[config.mk]
export PLATFORM = sky130hd
export DESIGN_NAME = inst_trace_buffer
export DESIGN_NICKNAME = d
export VERILOG_FILES = /design/src/rtl/inst_trace_buffer.sv
export SDC_FILE = /design/constraint.sdc
export NUM_CORES = 1
export LEC_CHECK = 0
export CAP_MARGIN = 20
export CORE_MARGIN = 5
export CORE_UTILIZATION = 55
export DETAILED_ROUTE_END_ITERATION = 8
export PLACE_DENSITY = 0.84
export SETUP_SLACK_MARGIN = 0.15
export SLEW_MARGIN = 30
export SYNTH_ARGS = -nofsm -noshare
export SYNTH_HDL_FRONTEND = slang
export SYNTH_SLANG_ARGS = --single-unit
[constraint.sdc]
create_clock -name clk -period 10.9 [get_ports clk]
set_input_delay 1.635 -clock clk [delete_from_list [all_inputs] [get_ports clk]]
set_output_delay 1.635 -clock clk [all_outputs]
set_load 0.05 [all_outputs]
[src/rtl/inst_trace_buffer.sv]
// Retired-instruction trace buffer: circular capture with stop/overwrite modes,
// masked-match trigger with post-trigger freeze, and a decoded valid/ready drain.
module inst_trace_buffer #(
  parameter int DEPTH     = 16,
  parameter int PC_W      = 32,
  parameter int STAMP_W   = 16,
  parameter int WRAP      = 0,
  parameter int POST_TRIG = 4
) (
  input  logic                       clk,
  input  logic                       rst_n,
  input  logic                       in_valid,
  input  logic [31:0]                in_inst,
  input  logic [PC_W-1:0]            in_pc,
  input  logic                       arm,
  input  logic [31:0]                trig_mask,
  input  logic [31:0]                trig_match,
  output logic                       out_valid,
  input  logic                       out_ready,
  output logic [31:0]                out_inst,
  output logic [PC_W-1:0]            out_pc,
  output logic [STAMP_W-1:0]         out_stamp,
  output logic [2:0]                 out_class,
  output logic [5:0]                 out_opcode,
  output logic [4:0]                 out_rs,
  output logic [4:0]                 out_rt,
  output logic [4:0]                 out_rd,
  output logic [4:0]                 out_shamt,
  output logic [5:0]                 out_funct,
  output logic [31:0]                out_imm,
  output logic [25:0]                out_jidx,
  output logic [$clog2(DEPTH+1)-1:0] count,
  output logic [15:0]                dropped,
  output logic [1:0]                 state
);

  localparam int AW = $clog2(DEPTH);
  localparam int CW = $clog2(DEPTH + 1);
  localparam int PW = (POST_TRIG > 0) ? $clog2(POST_TRIG + 1) : 1;

  typedef enum logic [1:0] {
    ST_IDLE    = 2'd0,
    ST_CAPTURE = 2'd1,
    ST_POST    = 2'd2,
    ST_FROZEN  = 2'd3
  } state_t;

  state_t             r_state;
  logic [AW-1:0]      r_wptr;
  logic [AW-1:0]      r_rptr;
  logic [CW-1:0]      r_count;
  logic [15:0]        r_dropped;
  logic [STAMP_W-1:0] r_stamp;
  logic [PW-1:0]      r_post;

  logic [31:0]        r_mem_inst  [DEPTH];
  logic [PC_W-1:0]    r_mem_pc    [DEPTH];
  logic [STAMP_W-1:0] r_mem_stamp [DEPTH];

  logic w_capturing;
  logic w_push;
  logic w_pop;
  logic w_full;
  logic w_empty;
  logic w_write;
  logic w_drop;
  logic w_rd_adv;
  logic w_trig;
  logic w_post_done;

  logic [31:0]        w_head_inst;
  logic [PC_W-1:0]    w_head_pc;
  logic [STAMP_W-1:0] w_head_stamp;

  function automatic logic [2:0] f_class(input logic [31:0] inst);
    logic [2:0] cls;
    if (inst == 32'd0) begin
      cls = 3'd0;
    end else begin
      case (inst[31:26])
        6'd0:       cls = 3'd1;
        6'd1:       cls = 3'd2;
        6'd2, 6'd3: cls = 3'd3;
        default:    cls = 3'd4;
      endcase
    end
    return cls;
  endfunction

  // andi/ori/xori take a zero-extended immediate; everything else sign-extends
  function automatic logic [31:0] f_imm(input logic [31:0] inst);
    logic [31:0] imm;
    case (inst[31:26])
      6'h0C, 6'h0D, 6'h0E: imm = {16'd0, inst[15:0]};
      default:             imm = {{16{inst[15]}}, inst[15:0]};
    endcase
    return imm;
  endfunction

  assign w_capturing = (r_state == ST_CAPTURE) || (r_state == ST_POST);
  assign w_push      = in_valid && w_capturing && !arm;
  assign w_empty     = (r_count == CW'(0));
  assign w_full      = (r_count == CW'(DEPTH));
  assign w_pop       = !w_empty && out_ready;
  assign w_write     = w_push && (!w_full || w_pop || (WRAP != 0));
  assign w_drop      = w_push && w_full && !w_pop && (WRAP == 0);
  // An overwriting push and a pop share a single read-pointer advance
  assign w_rd_adv    = w_pop || (w_push && w_full && (WRAP != 0));
  assign w_trig      = w_write && (r_state == ST_CAPTURE) &&
                       (((in_inst ^ trig_match) & trig_mask) == 32'd0);
  assign w_post_done = (r_post == PW'(1));

  // Control state, pointers, occupancy, drop counter, stamp and post counter
  always_ff @(posedge clk or negedge rst_n) begin
    if (!rst_n) begin
      r_state   <= ST_IDLE;
      r_wptr    <= '0;
      r_rptr    <= '0;
      r_count   <= '0;
      r_dropped <= 16'd0;
      r_stamp   <= '0;
      r_post    <= '0;
    end else if (arm) begin
      r_state   <= ST_CAPTURE;
      r_wptr    <= '0;
      r_rptr    <= '0;
      r_count   <= '0;
      r_dropped <= 16'd0;
      r_stamp   <= '0;
      r_post    <= '0;
    end else begin
      r_stamp <= r_stamp + STAMP_W'(1);
      if (w_write) begin
        r_wptr <= r_wptr + AW'(1);
      end
      if (w_rd_adv) begin
        r_rptr <= r_rptr + AW'(1);
      end
      case ({w_write, w_rd_adv})
        2'b10:   r_count <= r_count + CW'(1);
        2'b01:   r_count <= r_count - CW'(1);
        default: r_count <= r_count;
      endcase
      if (w_drop && (r_dropped != 16'hFFFF)) begin
        r_dropped <= r_dropped + 16'd1;
      end
      case (r_state)
        ST_CAPTURE: begin
          if (w_trig) begin
            if (POST_TRIG == 0) begin
              r_state <= ST_FROZEN;
            end else begin
              r_state <= ST_POST;
              r_post  <= PW'(POST_TRIG);
            end
          end
        end
        ST_POST: begin
          if (w_write) begin
            r_post <= r_post - PW'(1);
            if (w_post_done) begin
              r_state <= ST_FROZEN;
            end
          end
        end
        default: r_state <= r_state;
      endcase
    end
  end

  // Entry storage; contents are left unreset since pointers gate visibility
  always_ff @(posedge clk) begin
    if (w_write) begin
      r_mem_inst[r_wptr]  <= in_inst;
      r_mem_pc[r_wptr]    <= in_pc;
      r_mem_stamp[r_wptr] <= r_stamp;
    end
  end

  assign w_head_inst  = w_empty ? 32'd0 : r_mem_inst[r_rptr];
  assign w_head_pc    = w_empty ? '0    : r_mem_pc[r_rptr];
  assign w_head_stamp = w_empty ? '0    : r_mem_stamp[r_rptr];

  // Show-ahead head view with combinational decode
  always_comb begin
    out_inst   = w_head_inst;
    out_pc     = w_head_pc;
    out_stamp  = w_head_stamp;
    out_class  = f_class(w_head_inst);
    out_opcode = w_head_inst[31:26];
    out_rs     = w_head_inst[25:21];
    out_rt     = w_head_inst[20:16];
    out_rd     = w_head_inst[15:11];
    out_shamt  = w_head_inst[10:6];
    out_funct  = w_head_inst[5:0];
    out_imm    = f_imm(w_head_inst);
    out_jidx   = w_head_inst[25:0];
  end

  assign out_valid = !w_empty;
  assign count     = r_count;
  assign dropped   = r_dropped;
  assign state     = r_state;

endmodule

==> results.sh <==
export IMPL_syn_area_mm2=0.05259
export IMPL_max_freq_mhz=138.0
export IMPL_synth_edf_count=1280
export IMPL_die_w_um=319.2
export IMPL_vias=26660
export IMPL_grt_max_degree=116
export IMPL_crit_path_end_kind="output port"
export IMPL_post_cts_buffers=0
export IMPL_portBuffers=329
export IMPL_slew_headroom=0.2921
export IMPL_cts_buffers=134
export IMPL_die_area_mm2=0.1019
export IMPL_multi_input_area_mm2=0.01165
export IMPL_fin_skew_ns=0.04510
export IMPL_first_iter_violations=3890
export IMPL_wl_per_cell_um=31.59
export IMPL_path_clk_slew_ns=0.05
export IMPL_period_share=0.6646
export IMPL_tightest_slew_ns=1.062
export IMPL_setup_tns_ns=0
export IMPL_ys_async_sr_fraction=0.03759
export IMPL_cp_arrival_ns=5.61
export IMPL_seqCellArea_mm2=0.03970
export IMPL_ys_ff_latch=1330
export IMPL_syn_nets=2576
export IMPL_final_util=0.6425
export IMPL_ant_nets=0
export IMPL_cts_tree="yes"
export IMPL_hpwl_um=66730
export IMPL_grt_pass1_vias=28150
export IMPL_synth_cells=2428
export IMPL_yosysSeqAreaShare=0.7547
export IMPL_drcViolationCount=0
export IMPL_critPathKind="reg2out"
export IMPL_wirelength_um=129900
export IMPL_synth_distinct_cells=64
export IMPL_power_density_mw_per_mm2=248.2
export IMPL_reg2reg_slack_ns=6.33
export IMPL_firstDrtPassIters=6
export IMPL_fp_dieH_um=319.2
export IMPL_peakVddDrop_mv=0.3335
export IMPL_critPathLaunchType="register"
export IMPL_p_leak_nw=19.16
export IMPL_cts_buffer_depth=3
export IMPL_viasPerCell=6.481
export IMPL_final_cell_mix="1280 x edfxtp_1, 354 x mux4_2, 327 x clkdlybuf4s50_1, 134 x clkbuf_16, 56 x and2_1"
export IMPL_postCtsResizedCells=0
export IMPL_hold_viol_final=0
export IMPL_num_rows=113
export IMPL_cap_violations=0
export IMPL_grt_pass1_wl_um=189200
export IMPL_initial_core_util=0.5535
export IMPL_grt_overflow_total=0
export IMPL_syn_to_final_growth_pct=16.08
export IMPL_mostFrequentLayoutCell="edfxtp_1"
export IMPL_syn_area_per_cell_um2=21.66
export IMPL_antenna_found_initial=9
export IMPL_rsz0062_at_grt="no"
export IMPL_nets=2884
export IMPL_cp_max_fo=32
export IMPL_h_tree_depth=4
export IMPL_nFillCells=6004
export IMPL_ys_warn_count=0
export IMPL_ios=330
export IMPL_finalWeightedCongestion=0.7821
export IMPL_clock_latency_ns=0.74
export IMPL_required_ns=9.27
export IMPL_status="complete, no violations"
export IMPL_maxSlewViolCount=0
export IMPL_clockRootBuffer="clkbuf_16"
export IMPL_synth_ff_type="edfxtp_1"
export IMPL_clock_sinks=1330
export IMPL_period_needed_ns=7.244
export IMPL_finalSetupViolCount=0
export IMPL_drive_above_1_share=0.2219
export IMPL_grtUsageTotal=0.2528
export IMPL_cts_hold_buffers=0
export IMPL_coreArea_mm2=0.09501
export IMPL_hp_class="reg2reg"
==> worst max-delay path, stage by stage, from the launching register on <==
cell	delay (ns)
dfrtp_1	0.48
nor4_4	0.43
and2b_1	0.70
clkinv_2	0.78
o211ai_1	0.38
a21oi_1	0.17
nor4_1	0.65
and3_1	0.34
a311oi_2	0.17
clkdlybuf4s50_1	0.77
==> routing by layer <==
metal  up-vias  share of wire  global-route usage  wire length (um)
met5         -        0.00018                   0                23
met4         4          0.029             0.08277              3783
met3       239          0.098             0.04959             12710
met2      1822           0.52              0.4292             67590
met1     13980           0.35              0.3357             45840
li1      10610              -                   -                 -
==> cells by family (layout without fill, tap and decap cells) <==
family / Yosys count / in the layout / share of synthesized area
mux: 405 / 405 / 0.1614
simple gates: 259 / 259 / 0.02662
flops: 1330 / 1330 / 0.7547
other cells: 0 / 4 / 0
buf+inv: 220 / 636 / 0.02567
fa+ha+maj: 15 / 15 / 0.003712
compound gates: 139 / 139 / 0.01787
xor+xnor: 60 / 60 / 0.009993
==> cell usage after synthesis, types with 4 or more instances <==
library cell	instances	area [um^2]
o31ai_1	4	30.03
nor2_1	55	206.5
nand2b_1	6	37.54
dfrtp_1	50	1251
nor2b_1	6	37.54
a22oi_1	36	270.3
a211oi_1	4	30.03
xor2_1	50	437.9
xnor2_1	10	87.58
and3_1	11	68.82
mux2i_1	47	470.5
buf_1	11	41.29
a21o_1	4	30.03
and2_1	60	375.4
nand2_1	37	138.9
clkbuf_1	36	135.1
or3_1	10	62.56
o21ai_1	8	40.04
a21oi_1	33	165.2
buf_4	106	795.8
o21ai_0	15	75.07
nor3_1	12	60.06
nand4_1	14	87.58
buf_2	41	205.2
o22ai_1	4	25.02
edfxtp_1	1280	38440
mux2_2	4	45.04
mux4_2	354	7973
nand3_1	24	120.1
inv_1	15	56.30
buf_6	10	112.6
ha_1	14	175.2
nor4_1	7	43.79
o211ai_1	9	67.56
==> layout make-up <==
type,count,area share
antenna,4,0.0001640
tap,1265,0.02593
clock inverter,69,0.01181
multi-input combinational,878,0.1909
timing repair buffer,376,0.06131
sequential,1330,0.6504
clock buffer,175,0.05844
inverter,16,0.001086
==> through the flow <==
stage	hold slack, ns	cell area [um^2]	cells	total power (W)	setup slack [ns]
CTS	0.5805	60990	4108	0.01522	3.248
floorplan	0.5136	52590	2428	0.009541	0.3641
detailed placement	0.5730	56700	3864	0.01074	4.056
global placement	0.5257	56620	3862	0.01064	3.829
global route	0.6024	61040	4111	0.01565	3.467
finish	0.5868	61040	4113	0.01515	3.656
==> where the power goes <==
group	total [W]	switching, W	internal [W]
logic	0.00492	0.00308	0.00184
registers	0.00574	0.0000759	0.00566
clock network	0.00449	0.00194	0.00255
total	0.0151	0.00510	0.0101
==> final timing paths <==
kind / start / end / cells after the start
worst max register to register: count[0] / count[4] / 11
max in group asynchronous: rst_n / r_rptr[3] / 2
worst min-delay path: r_post[2] / r_post[2] / 2
worst min register to register: r_post[2] / r_post[2] / 2
worst max-delay path: count[0] / out_class[0] / 9
min in group asynchronous: rst_n / r_stamp[4] / 2
==> state kept, by name, summed over array words and instances, names as in the netlist <==
| register | cells |
|---|---|
| r_mem_stamp | 256 |
| r_post | 3 |
| r_wptr | 4 |
| r_rptr | 4 |
| r_mem_pc | 512 |
| r_stamp | 16 |
| dropped | 16 |
| count | 5 |
| state | 2 |
| r_mem_inst | 512 |
Note: power is estimated with default switching activity, not from simulation.
